[config.mk]
export PLATFORM = sky130hd
export DESIGN_NAME = xmit_link_arbiter_flat
export DESIGN_NICKNAME = d
export VERILOG_FILES = /design/src/rtl/xmit_link_pkg.sv /design/src/rtl/xmit_link_arbiter_if.sv /design/src/rtl/xmit_src_counters.sv /design/src/rtl/xmit_link_arbiter.sv /design/src/flat_wrapper.sv
export SDC_FILE = /design/constraint.sdc
export NUM_CORES = 1
export LEC_CHECK = 0
export ABC_AREA = 1
export CAP_MARGIN = 30
export CORE_MARGIN = 1.5
export CORE_UTILIZATION = 53
export DETAILED_ROUTE_END_ITERATION = 7
export GPL_ROUTABILITY_DRIVEN = 0
export PLACE_DENSITY = 0.86
export SLEW_MARGIN = 20
export SYNTH_ARGS = -nofsm -noshare
export SYNTH_HDL_FRONTEND = slang
export SYNTH_HIERARCHICAL = 1
export SYNTH_SLANG_ARGS = --single-unit
[constraint.sdc]
create_clock -name coreclockout -period 6 [get_ports coreclockout]
set_input_delay 1.2 -clock coreclockout [delete_from_list [all_inputs] [get_ports coreclockout]]
set_output_delay 1.2 -clock coreclockout [all_outputs]
set_load 0.02 [all_outputs]
[src/rtl/xmit_link_pkg.sv]
// xmit_link_pkg: lane word codes, state encoding and counter widths for xmit_link_arbiter
package xmit_link_pkg;
  localparam int WORD_W = 16;
  localparam int BLK_W = 16;
  localparam int DISC_W = 8;
  localparam int ABORT_W = 8;
  localparam logic [WORD_W-1:0] COMMA = 16'hC5BC;
  localparam logic [WORD_W-1:0] SPACE = 16'hF7F7;
  localparam logic [1:0] CTL_COMMA = 2'b01;
  localparam logic [1:0] CTL_SPACE = 2'b11;
  localparam logic [1:0] CTL_DATA = 2'b00;
  localparam logic [0:0] IDLE = 1'b0;
  localparam logic [0:0] XFER = 1'b1;
endpackage

[src/rtl/xmit_link_arbiter_if.sv]
// xmit_link_arbiter_if: source FIFO heads, lane outputs and counters of the transmit lane arbiter
interface xmit_link_arbiter_if;
  import xmit_link_pkg::*;
  logic [1:0] src_empty;
  logic [1:0] src_fst;
  logic [1:0] src_lst;
  logic [1:0] src_rdreq;
  logic [WORD_W-1:0] src0_q;
  logic [WORD_W-1:0] src1_q;
  logic busy;
  logic [WORD_W-1:0] tx_datain;
  logic [1:0] tx_ctrlenable;
  logic [1:0] grant;
  logic [BLK_W-1:0] blk_cnt0;
  logic [BLK_W-1:0] blk_cnt1;
  logic [DISC_W-1:0] disc_cnt0;
  logic [DISC_W-1:0] disc_cnt1;
  logic [ABORT_W-1:0] abort_cnt;
  modport master (
    output src_empty, src_fst, src_lst, src0_q, src1_q, busy,
    input src_rdreq, tx_datain, tx_ctrlenable, grant, blk_cnt0, blk_cnt1, disc_cnt0, disc_cnt1, abort_cnt
  );
  modport slave (
    input src_empty, src_fst, src_lst, src0_q, src1_q, busy,
    output src_rdreq, tx_datain, tx_ctrlenable, grant, blk_cnt0, blk_cnt1, disc_cnt0, disc_cnt1, abort_cnt
  );
endinterface

[src/rtl/xmit_src_counters.sv]
// xmit_src_counters: per-source completed-block counter (wrapping) and discard counter (saturating)
module xmit_src_counters
  import xmit_link_pkg::*;
(
  input  logic              clk,
  input  logic              rst,
  input  logic              blk_inc,
  input  logic              disc_inc,
  output logic [BLK_W-1:0]  blk_cnt,
  output logic [DISC_W-1:0] disc_cnt
);
  logic [BLK_W-1:0] blk_q, blk_d;
  logic [DISC_W-1:0] disc_q, disc_d;
  always_comb begin
    blk_d = blk_inc ? blk_q + 1'b1 : blk_q;
    disc_d = (disc_inc && !(&disc_q)) ? disc_q + 1'b1 : disc_q;
  end
  always_ff @(posedge clk) begin
    if (rst) begin
      blk_q <= '0;
      disc_q <= '0;
    end else begin
      blk_q <= blk_d;
      disc_q <= disc_d;
    end
  end
  assign blk_cnt = blk_q;
  assign disc_cnt = disc_q;
endmodule

[src/rtl/xmit_link_arbiter.sv]
// xmit_link_arbiter: block-granular two-source arbiter driving one transmit lane with comma fill and busy spacing
module xmit_link_arbiter
  import xmit_link_pkg::*;
#(
  parameter int COMMA_GAP = 4,
  parameter int STALL_MAX = 1023
) (
  input logic coreclockout,
  input logic run,
  xmit_link_arbiter_if.slave bus
);
  localparam int SW = $clog2(STALL_MAX + 1);
  logic [0:0] state_q, state_d;
  logic [1:0] grant_q, grant_d, ctl_q, ctl_d, rdy, rdreq, blk_inc, disc_inc;
  logic ptr_q, ptr_d, g, pop, last, abort, done, rst;
  logic [3:0] gap_q, gap_d;
  logic [SW-1:0] stall_q, stall_d;
  logic [WORD_W-1:0] tx_q, tx_d;
  logic [ABORT_W-1:0] abort_q, abort_d;
  logic [BLK_W-1:0] blk0, blk1;
  logic [DISC_W-1:0] disc0, disc1;
  assign rst = !run;
  assign rdy = ~bus.src_empty & bus.src_fst;
  always_comb begin
    state_d = state_q;
    grant_d = grant_q;
    ptr_d = ptr_q;
    gap_d = gap_q;
    stall_d = stall_q;
    abort_d = abort_q;
    tx_d = COMMA;
    ctl_d = CTL_COMMA;
    rdreq = '0;
    blk_inc = '0;
    disc_inc = '0;
    g = grant_q[1];
    pop = 1'b0;
    last = 1'b0;
    abort = 1'b0;
    done = 1'b0;
    if (state_q == IDLE) begin
      disc_inc = ~bus.src_empty & ~bus.src_fst & {2{run}};
      rdreq = disc_inc;
      gap_d = &gap_q ? gap_q : gap_q + 1'b1;
      if (int'(gap_q) + 1 >= COMMA_GAP && |rdy) begin
        state_d = XFER;
        grant_d = (rdy[1] && (!rdy[0] || ptr_q)) ? 2'b10 : 2'b01;
        stall_d = '0;
      end
    end else begin
      pop = !bus.src_empty[g] && !bus.busy && run;
      last = pop && bus.src_lst[g];
      abort = !pop && !bus.busy && stall_q == SW'(STALL_MAX - 1);
      done = last || abort;
      rdreq[g] = pop;
      blk_inc[g] = last;
      tx_d = pop ? (g ? bus.src1_q : bus.src0_q) : SPACE;
      ctl_d = pop ? CTL_DATA : CTL_SPACE;
      stall_d = pop ? '0 : bus.busy ? stall_q : stall_q + 1'b1;
      abort_d = (abort && !(&abort_q)) ? abort_q + 1'b1 : abort_q;
      if (done) begin
        state_d = IDLE;
        grant_d = '0;
        ptr_d = !g;
        gap_d = '0;
      end
    end
  end
  always_ff @(posedge coreclockout) begin
    if (!run) begin
      state_q <= IDLE;
      grant_q <= '0;
      ptr_q <= 1'b0;
      gap_q <= 4'(COMMA_GAP);
      stall_q <= '0;
      abort_q <= '0;
      tx_q <= COMMA;
      ctl_q <= CTL_COMMA;
    end else begin
      state_q <= state_d;
      grant_q <= grant_d;
      ptr_q <= ptr_d;
      gap_q <= gap_d;
      stall_q <= stall_d;
      abort_q <= abort_d;
      tx_q <= tx_d;
      ctl_q <= ctl_d;
    end
  end
  xmit_src_counters u_cnt0 (
    .clk(coreclockout), .rst(rst), .blk_inc(blk_inc[0]), .disc_inc(disc_inc[0]),
    .blk_cnt(blk0), .disc_cnt(disc0)
  );
  xmit_src_counters u_cnt1 (
    .clk(coreclockout), .rst(rst), .blk_inc(blk_inc[1]), .disc_inc(disc_inc[1]),
    .blk_cnt(blk1), .disc_cnt(disc1)
  );
  assign bus.src_rdreq = rdreq;
  assign bus.tx_datain = tx_q;
  assign bus.tx_ctrlenable = ctl_q;
  assign bus.grant = grant_q;
  assign bus.blk_cnt0 = blk0;
  assign bus.blk_cnt1 = blk1;
  assign bus.disc_cnt0 = disc0;
  assign bus.disc_cnt1 = disc1;
  assign bus.abort_cnt = abort_q;
endmodule

[src/flat_wrapper.sv]
// flat-port wrapper written by rule: the top's interface ports become plain ports
module xmit_link_arbiter_flat import xmit_link_pkg::*;
#(
  parameter int COMMA_GAP = 4,
  parameter int STALL_MAX = 1023
)
  (coreclockout, run, bus_src_empty, bus_src_fst, bus_src_lst, bus_src0_q, bus_src1_q, bus_busy, bus_src_rdreq, bus_tx_datain, bus_tx_ctrlenable, bus_grant, bus_blk_cnt0, bus_blk_cnt1, bus_disc_cnt0, bus_disc_cnt1, bus_abort_cnt);
  xmit_link_arbiter_if bus_i ();
  input logic coreclockout;
  input logic run;
  input wire logic [$bits(bus_i.src_empty)-1:0] bus_src_empty;
  input wire logic [$bits(bus_i.src_fst)-1:0] bus_src_fst;
  input wire logic [$bits(bus_i.src_lst)-1:0] bus_src_lst;
  input wire logic [$bits(bus_i.src0_q)-1:0] bus_src0_q;
  input wire logic [$bits(bus_i.src1_q)-1:0] bus_src1_q;
  input wire logic [$bits(bus_i.busy)-1:0] bus_busy;
  output wire logic [$bits(bus_i.src_rdreq)-1:0] bus_src_rdreq;
  output wire logic [$bits(bus_i.tx_datain)-1:0] bus_tx_datain;
  output wire logic [$bits(bus_i.tx_ctrlenable)-1:0] bus_tx_ctrlenable;
  output wire logic [$bits(bus_i.grant)-1:0] bus_grant;
  output wire logic [$bits(bus_i.blk_cnt0)-1:0] bus_blk_cnt0;
  output wire logic [$bits(bus_i.blk_cnt1)-1:0] bus_blk_cnt1;
  output wire logic [$bits(bus_i.disc_cnt0)-1:0] bus_disc_cnt0;
  output wire logic [$bits(bus_i.disc_cnt1)-1:0] bus_disc_cnt1;
  output wire logic [$bits(bus_i.abort_cnt)-1:0] bus_abort_cnt;
  assign bus_i.src_empty = bus_src_empty;
  assign bus_i.src_fst = bus_src_fst;
  assign bus_i.src_lst = bus_src_lst;
  assign bus_i.src0_q = bus_src0_q;
  assign bus_i.src1_q = bus_src1_q;
  assign bus_i.busy = bus_busy;
  assign bus_src_rdreq = bus_i.src_rdreq;
  assign bus_tx_datain = bus_i.tx_datain;
  assign bus_tx_ctrlenable = bus_i.tx_ctrlenable;
  assign bus_grant = bus_i.grant;
  assign bus_blk_cnt0 = bus_i.blk_cnt0;
  assign bus_blk_cnt1 = bus_i.blk_cnt1;
  assign bus_disc_cnt0 = bus_i.disc_cnt0;
  assign bus_disc_cnt1 = bus_i.disc_cnt1;
  assign bus_abort_cnt = bus_i.abort_cnt;
  xmit_link_arbiter #(.COMMA_GAP(COMMA_GAP), .STALL_MAX(STALL_MAX)) u_core (.coreclockout(coreclockout), .run(run), .bus(bus_i));
endmodule
==> impl_metrics.json, run 1 <==
{
  "synth_edf_count": 0,
  "rr_startpoint": "u_core/bus.grant[1]",
  "cp-end-kind": "output port",
  "cp_data_arrival_time_ps": 3450,
  "synth-seq-cells": 92,
  "dpl.hpwl_mm": 8.665,
  "dieArea_mm2": 0.009276,
  "final_util_pct": 72.65,
  "track_usage_pct": 26.19,
  "fin_ws_ps": 1347,
  "grt_max_degree": 25,
  "fmax_mhz": 214.9,
  "grt-ovfl-total": 0,
  "fin_area_mm2": 0.006060,
  "status": "complete, no violations",
  "clk_path_buf_depth": 2,
  "stdcell_count": 902,
  "p_leak_nw": 2.489,
  "wl_met2_mm": 5.583,
  "critical_path_class": "in -> out",
  "placed_area_mm2": 0.005874,
  "synth-main-ff-cell": "dfxtp_1",
  "syn2layout_area_growth_pct": 31.32,
  "clk_latency_ps": 350,
  "dp.cells": 884,
  "reg2reg_depth": 14,
  "drv_cap": 0,
  "cp.required_ps": 4800,
  "ir_worst_vdd_uv": 128.8,
  "routed_via_density": 5.249,
  "layout_min_cycle_time_ps": 4653,
  "synth-seq-area-share_pct": 39.91,
  "r2r_end": "u_core/u_cnt1/blk_cnt[15]",
  "syn_inst": 669,
  "dp_slack_ps": 1360,
  "whs_ps": 467.2,
  "cts_hold_buf": 0,
  "clock-root-buffer": "clkbuf_8",
  "holdCritPathClass": "reg -> reg",
  "critPathLaunchType": "primary input",
  "path_clk_slew_ps": 90,
  "synth_nets": 718,
  "cts_resized": 0,
  "fp.dieW_um": 96.31,
  "htreeDepth": 3,
  "port_buffers": 118,
  "grt_pass1_vias": 4472,
  "finClkSkew_ps": 13.38,
  "core-area_mm2": 0.008341,
  "p_per_area_mw_per_mm2": 196.4,
  "tightest_slew_ps": 583.4,
  "grt_setup_unrepaired": "false",
  "power_mw": 1.190,
  "syn_area_per_cell_um2": 6.897,
  "r2r_slack_ps": 3360,
  "ys_types": 36,
  "drt-met1-wl_mm": 5.052,
  "die_h_um": 96.31,
  "io_pins": 119,
  "cts_setup_buffers": 0,
  "clock_sinks": 92,
  "ant_nets": 0,
  "wire_per_inst_um": 12.82,
  "nNetsFinal": 841,
  "cp-endpoint": "bus_src_rdreq[1]",
  "drv_slew": 0,
  "drt_wl_total_mm": 11.56,
  "setup_violations": 0,
  "max-slew-margin-rel_pct": 61.06,
  "drt_first_pass_iters": 5,
  "dr.max_layer_used": "met4",
  "via_count": 4735,
  "antenna_found_initial": 0,
  "async_flop_share_pct": 0,
  "hold_viol_final": 0,
  "cts_tree": "yes",
  "diodes": 0,
  "syn_area_mm2": 0.004614,
  "drt_iter0_markers": 212,
  "start_util_pct": 55.33,
  "rows": 33,
  "grt_pass1_wl_mm": 19.31,
  "fill_cells": 678,
  "finalCritPeriodShare_pct": 77.54,
  "ys_warn_count": 6,
  "worstSetupStartpoint": "run",
  "cts_buffers": 9,
  "remaining_drc_errors": 0,
  "final_layout_size_suffix_gt1_share_pct": 8.908,
  "totalNegativeSetupSlack_ps": 0,
  "path_max_fanout": 15,
  "wl_met3_um": 808
}
==> cells in the final DEF (no fill, tap or decap) <==
| cell | netlist | layout |
|---|---|---|
| a211oi_1 | 2 | 2 |
| a21oi_1 | 45 | 45 |
| nor3_4 | 2 | 2 |
| o21bai_1 | 1 | 1 |
| clkinvlp_4 | 0 | 2 |
| nand3_2 | 5 | 5 |
| or2_2 | 2 | 2 |
| nor2_4 | 7 | 7 |
| o21ai_0 | 36 | 36 |
| o22ai_1 | 3 | 3 |
| xor2_1 | 6 | 6 |
| buf_2 | 2 | 2 |
| buf_4 | 1 | 1 |
| clkinv_4 | 0 | 1 |
| nand2_4 | 2 | 2 |
| o21ai_1 | 6 | 6 |
| inv_2 | 10 | 10 |
| nand2_1 | 155 | 155 |
| nor3_1 | 14 | 14 |
| nand3_4 | 1 | 1 |
| nand3_1 | 49 | 49 |
| dfxtp_1 | 92 | 92 |
| a31oi_1 | 1 | 1 |
| clkdlybuf4s50_1 | 0 | 118 |
| clkbuf_8 | 2 | 9 |
| bufinv_8 | 2 | 2 |
| nand2_2 | 13 | 13 |
| nor2_2 | 3 | 3 |
| inv_6 | 0 | 2 |
| nor2_1 | 98 | 98 |
| inv_4 | 2 | 2 |
| inv_1 | 74 | 74 |
| clkinv_2 | 0 | 2 |
| o21ai_2 | 2 | 2 |
| a31o_2 | 1 | 1 |
| nand4_1 | 15 | 15 |
| clkinv_1 | 2 | 2 |
| nand3b_1 | 1 | 1 |
| ha_1 | 8 | 8 |
==> flip-flops by register name, summed over array words and instances, names as in the netlist, 4 cells and up <==
name / count
u_core/u_cnt0/disc_cnt: 8
u_core/u_cnt0/blk_cnt: 16
u_core/u_cnt1/blk_cnt: 16
u_core/bus.abort_cnt: 8
u_core/bus.tx_datain: 16
u_core/gap_q: 4
u_core/u_cnt1/disc_cnt: 8
u_core/stall_q: 10
==> how the worst min path moves through the flow <==
stage	startpoint	slack [ps]	to	depth (start not counted)
floorplan	u_core/ptr_q	440	u_core/ptr_q	2
global placement	u_core/bus.grant[0]	450	u_core/bus.grant[0]	2
CTS	u_core/bus.grant[0]	470	u_core/bus.grant[0]	2
detailed placement	u_core/bus.grant[0]	450	u_core/bus.grant[0]	2
global route	u_core/bus.grant[0]	490	u_core/bus.grant[0]	2
finish	u_core/bus.grant[0]	470	u_core/bus.grant[0]	2
==> where the power goes <==
group	internal (mW)	total [mW]	switching, mW
clock	0.153	0.379	0.226
combinational	0.0706	0.162	0.0918
sequential	0.630	0.649	0.0194
total	0.853	1.19	0.337
==> cell usage after synthesis (2+ instances only) <==
library cell	instances	share of area (%)
a211oi_1	2	0.33
a21oi_1	45	4.9
buf_2	2	0.22
bufinv_8	2	0.76
clkbuf_1	3	0.24
clkbuf_8	2	0.60
clkinv_1	2	0.16
dfxtp_1	92	40
ha_1	8	2.2
inv_1	74	6.0
inv_2	10	0.81
inv_4	2	0.27
nand2_1	155	13
nand2_2	13	1.8
nand2_4	2	0.49
nand3_1	49	5.3
nand3_2	5	1.1
nand4_1	15	2.0
nor2_1	98	8.0
nor2_2	3	0.41
nor2_4	7	1.7
nor3_1	14	1.5
nor3_4	2	0.70
o21ai_0	36	3.9
o21ai_1	6	0.65
o21ai_2	2	0.38
o22ai_1	3	0.41
or2_2	2	0.27
xor2_1	6	1.1
==> worst max-delay path: stages <==
cell and delay, ps:
clkdlybuf4s50_1 790, inv_2 80, nor2_2 150, nand3_4 150
nor2_1 160, inv_1 120, o22ai_1 170, clkdlybuf4s50_1 640
==> routing by layer <==
| metal | vias to the layer above | track usage, % |
|---|---|---|
| met5 | - | 0 |
| met4 | 0 | 8.937 |
| met2 | 162 | 45.48 |
| met3 | 12 | 6.240 |
| li1 | 2401 | - |
| met1 | 2160 | 31.58 |
==> final cells by class <==
class	count	area (µm²)	share of cell area [%]
Clock buffer	9	123.9	2.044
Clock inverter	7	51.30	0.8466
Inverter	90	370.4	6.112
Multi-Input combinational cell	478	2342	38.65
Sequential cell	92	1842	30.39
Tap cell	105	131.4	2.168
Timing Repair Buffer	121	1199	19.78
==> cells by family after synthesis <==
kind of cell | count (synthesis) | synth area share [%]
AOI/OAI and AO/OA | 97 | 11.04
and+or+nand+nor | 367 | 36.42
DFF | 92 | 39.91
buffers and inverters | 99 | 9.328
adders and majority gates | 8 | 2.169
xor gates and xnor gates | 6 | 1.139
No activity file was read; power rests on OpenSTA's default activity.
==> run 2: changes to the inputs <==
- CORE_UTILIZATION: 53 -> 44
- PLACE_DENSITY: 0.86 -> 0.76
- clock period: 6 -> 4 ns (I/O delays scaled with it)
==> run 2 against run 1 <==
  * Via count decreased by 0.99%
  * Core utilization decreased by 13 points
  * Wire length increased by 1.6%
  * Cell count increased by 3.5%
  * Sequential share of layout area decreased by 0.41 points
  * Largest power group unchanged
  * Die area increased by 20%
  * Combinational power increased by 55%
  * Critical path depth unchanged
  * Clock skew decreased by 2.6 ps
  * Worst hold slack improved by 12 ps
  * First-iteration DRC count decreased by 1.4%
  * Sequential cell count unchanged
==> impl_metrics.json, run 2 (synthesized netlist as in run 1, its figures left out) <==
{
  "path_clk_slew_ps": 100,
  "grt_setup_unrepaired": "false",
  "drt_wl_total_mm": 11.75,
  "r2r_slack_ps": 1930,
  "pwr-share-comb_pct": 13.5,
  "holdCritPathClass": "reg -> reg",
  "dieArea_mm2": 0.01111,
  "p_clk_share_pct": 34.3,
  "fin_area_mm2": 0.006142,
  "antenna_found_initial": 0,
  "port_buffers": 118,
  "rr_startpoint": "u_core/state_q",
  "tightest_slew_ps": 547.2,
  "cts_hold_buf": 0,
  "rows": 37,
  "cts_buffers": 9,
  "track_usage_pct": 21.32,
  "worstSetupStartpoint": "run",
  "htreeDepth": 3,
  "grt_pass1_vias": 4284,
  "dp_slack_ps": 463.1,
  "path_buf_inv": 4,
  "final_util_pct": 60.03,
  "whs_ps": 479.1,
  "cp-end-kind": "output port",
  "cts_tree": "yes",
  "ant_nets": 0,
  "cp_common_cell": "clkdlybuf4s50_1",
  "core-area_mm2": 0.01023,
  "critical_path_class": "in -> out",
  "clk_path_buf_depth": 2,
  "clock_sinks": 92,
  "final_layout_size_suffix_gt1_share_pct": 9.023,
  "nNetsFinal": 843,
  "cts_resized": 0,
  "totalNegativeSetupSlack_ps": 0,
  "drt_iter0_markers": 209,
  "remaining_drc_errors": 0,
  "status": "complete, no violations",
  "hp-start": "u_core/ptr_q",
  "fp.dieW_um": 105.4,
  "routed_via_density": 5.019,
  "max-slew-margin-rel_pct": 63.48,
  "grt_max_degree": 25,
  "hold_viol_final": 0,
  "p_per_area_mw_per_mm2": 302.8,
  "diodes": 0,
  "fmax_mhz": 283.1,
  "syn2layout_area_growth_pct": 33.11,
  "slowest_delay_ps": 640,
  "dpl.hpwl_mm": 8.909,
  "layout_min_cycle_time_ps": 3532,
  "seqPwrFrac_pct": 52.2,
  "crit_slowest_cell": "clkdlybuf4s50_1",
  "start_util_pct": 45.10,
  "finalCritPeriodShare_pct": 88.29,
  "cts_setup_buffers": 0,
  "grt-ovfl-total": 0,
  "placed_area_mm2": 0.005943,
  "clock-root-buffer": "clkbuf_8",
  "ir_worst_vdd_uv": 159.8,
  "swShare_pct": 27.05,
  "p_sw_uw": 503.2,
  "via_count": 4688,
  "drv_cap": 0,
  "critPathTopFamily": "buffers and inverters",
  "drv_slew": 0,
  "mostFrequentLayoutCells": "nand2_1, clkdlybuf4s50_1, nor2_1",
  "critPathLaunchType": "primary input",
  "cp.required_ps": 3200,
  "p_leak_nw": 2.504,
  "finClkSkew_ps": 10.78,
  "clk_latency_ps": 360,
  "mostFrequentLayoutCell": "nand2_1",
  "internal-power_mw": 1.357,
  "path_max_fanout": 7,
  "drt_first_pass_iters": 5,
  "wire_per_inst_um": 12.58,
  "grt_pass1_wl_mm": 19.38,
  "setup_violations": 0,
  "worstPathCellList": "clkdlybuf4s50_1, inv_2, nor2_2, nand3_4, nor2_1, inv_1, o22ai_1, clkdlybuf4s50_1",
  "fin_ws_ps": 468.2,
  "cp_data_arrival_time_ps": 2730,
  "die_h_um": 105.4,
  "io_pins": 119
}
==> run 2: cell types whose count changed in the layout (fill, tap and decap cells not counted), sizes merged <==
cell      previous run  this run
inv                 88        87
buf                  3         5
bufinv               2         3
clkbuf               9        10
clkinvlp             2         3
clkinv               5         2
==> run 2: area by class of cell <==
type,count,area (µm²)
Fill cell,955,4089
Timing Repair Buffer,123,1219
Clock inverter,5,61.31
Multi-Input combinational cell,478,2342
Tap cell,136,170.2
Clock buffer,10,137.6
Inverter,90,370.4
Sequential cell,92,1842
==> run 2: worst paths after layout <==
path / cells past startpoint / to
max: 8 / bus_src_rdreq[0]
min: 2 / u_core/ptr_q
max reg2reg: 10 / u_core/u_cnt0/blk_cnt[15]
min reg2reg: 2 / u_core/ptr_q
==> run 2: metal layers <==
| layer | vias up | global-route usage, % | part of all wire (%) | wire length [µm] |
|---|---|---|---|---|
| li1 | 2403 | - | - | - |
| met1 | 2115 | 26.77 | 45 | 5260 |
| met2 | 160 | 36.51 | 48 | 5612 |
| met3 | 10 | 4.700 | 6.6 | 772 |
| met4 | 0 | 6.360 | 0.86 | 101 |
| met5 | - | 0 | 0 | 0 |
==> run 2: per-stage QoR <==
stage,power (mW),std cells
3_3_place_gp,1.233,919
4_1_cts,1.878,934
6_report,1.860,934
2_1_floorplan,1.134,669
5_1_grt,1.953,934
3_5_place_dp,1.241,919
==> run 2: power groups by stage <==
| stage | Sequential [mW] | Clock (mW) | Combinational (mW) |
|---|---|---|---|
| finish | 0.971 | 0.638 | 0.251 |
| global route | 0.976 | 0.702 | 0.275 |
| CTS | 0.971 | 0.657 | 0.250 |
| detailed placement | 0.993 | 0 | 0.248 |
| global placement | 0.991 | 0 | 0.242 |
| floorplan | 1.00 | 0 | 0.132 |
==> run 2: worst reg2reg max path, stage by stage, from the launching register on <==
cell	delay [ps]
dfxtp_1	660
inv_2	230
nor3_1	230
buf_4	190
nand2_2	70
nor2_4	140
nand2_2	100
nor2_4	130
nand3_1	90
nor2_1	90
nor2_1	50
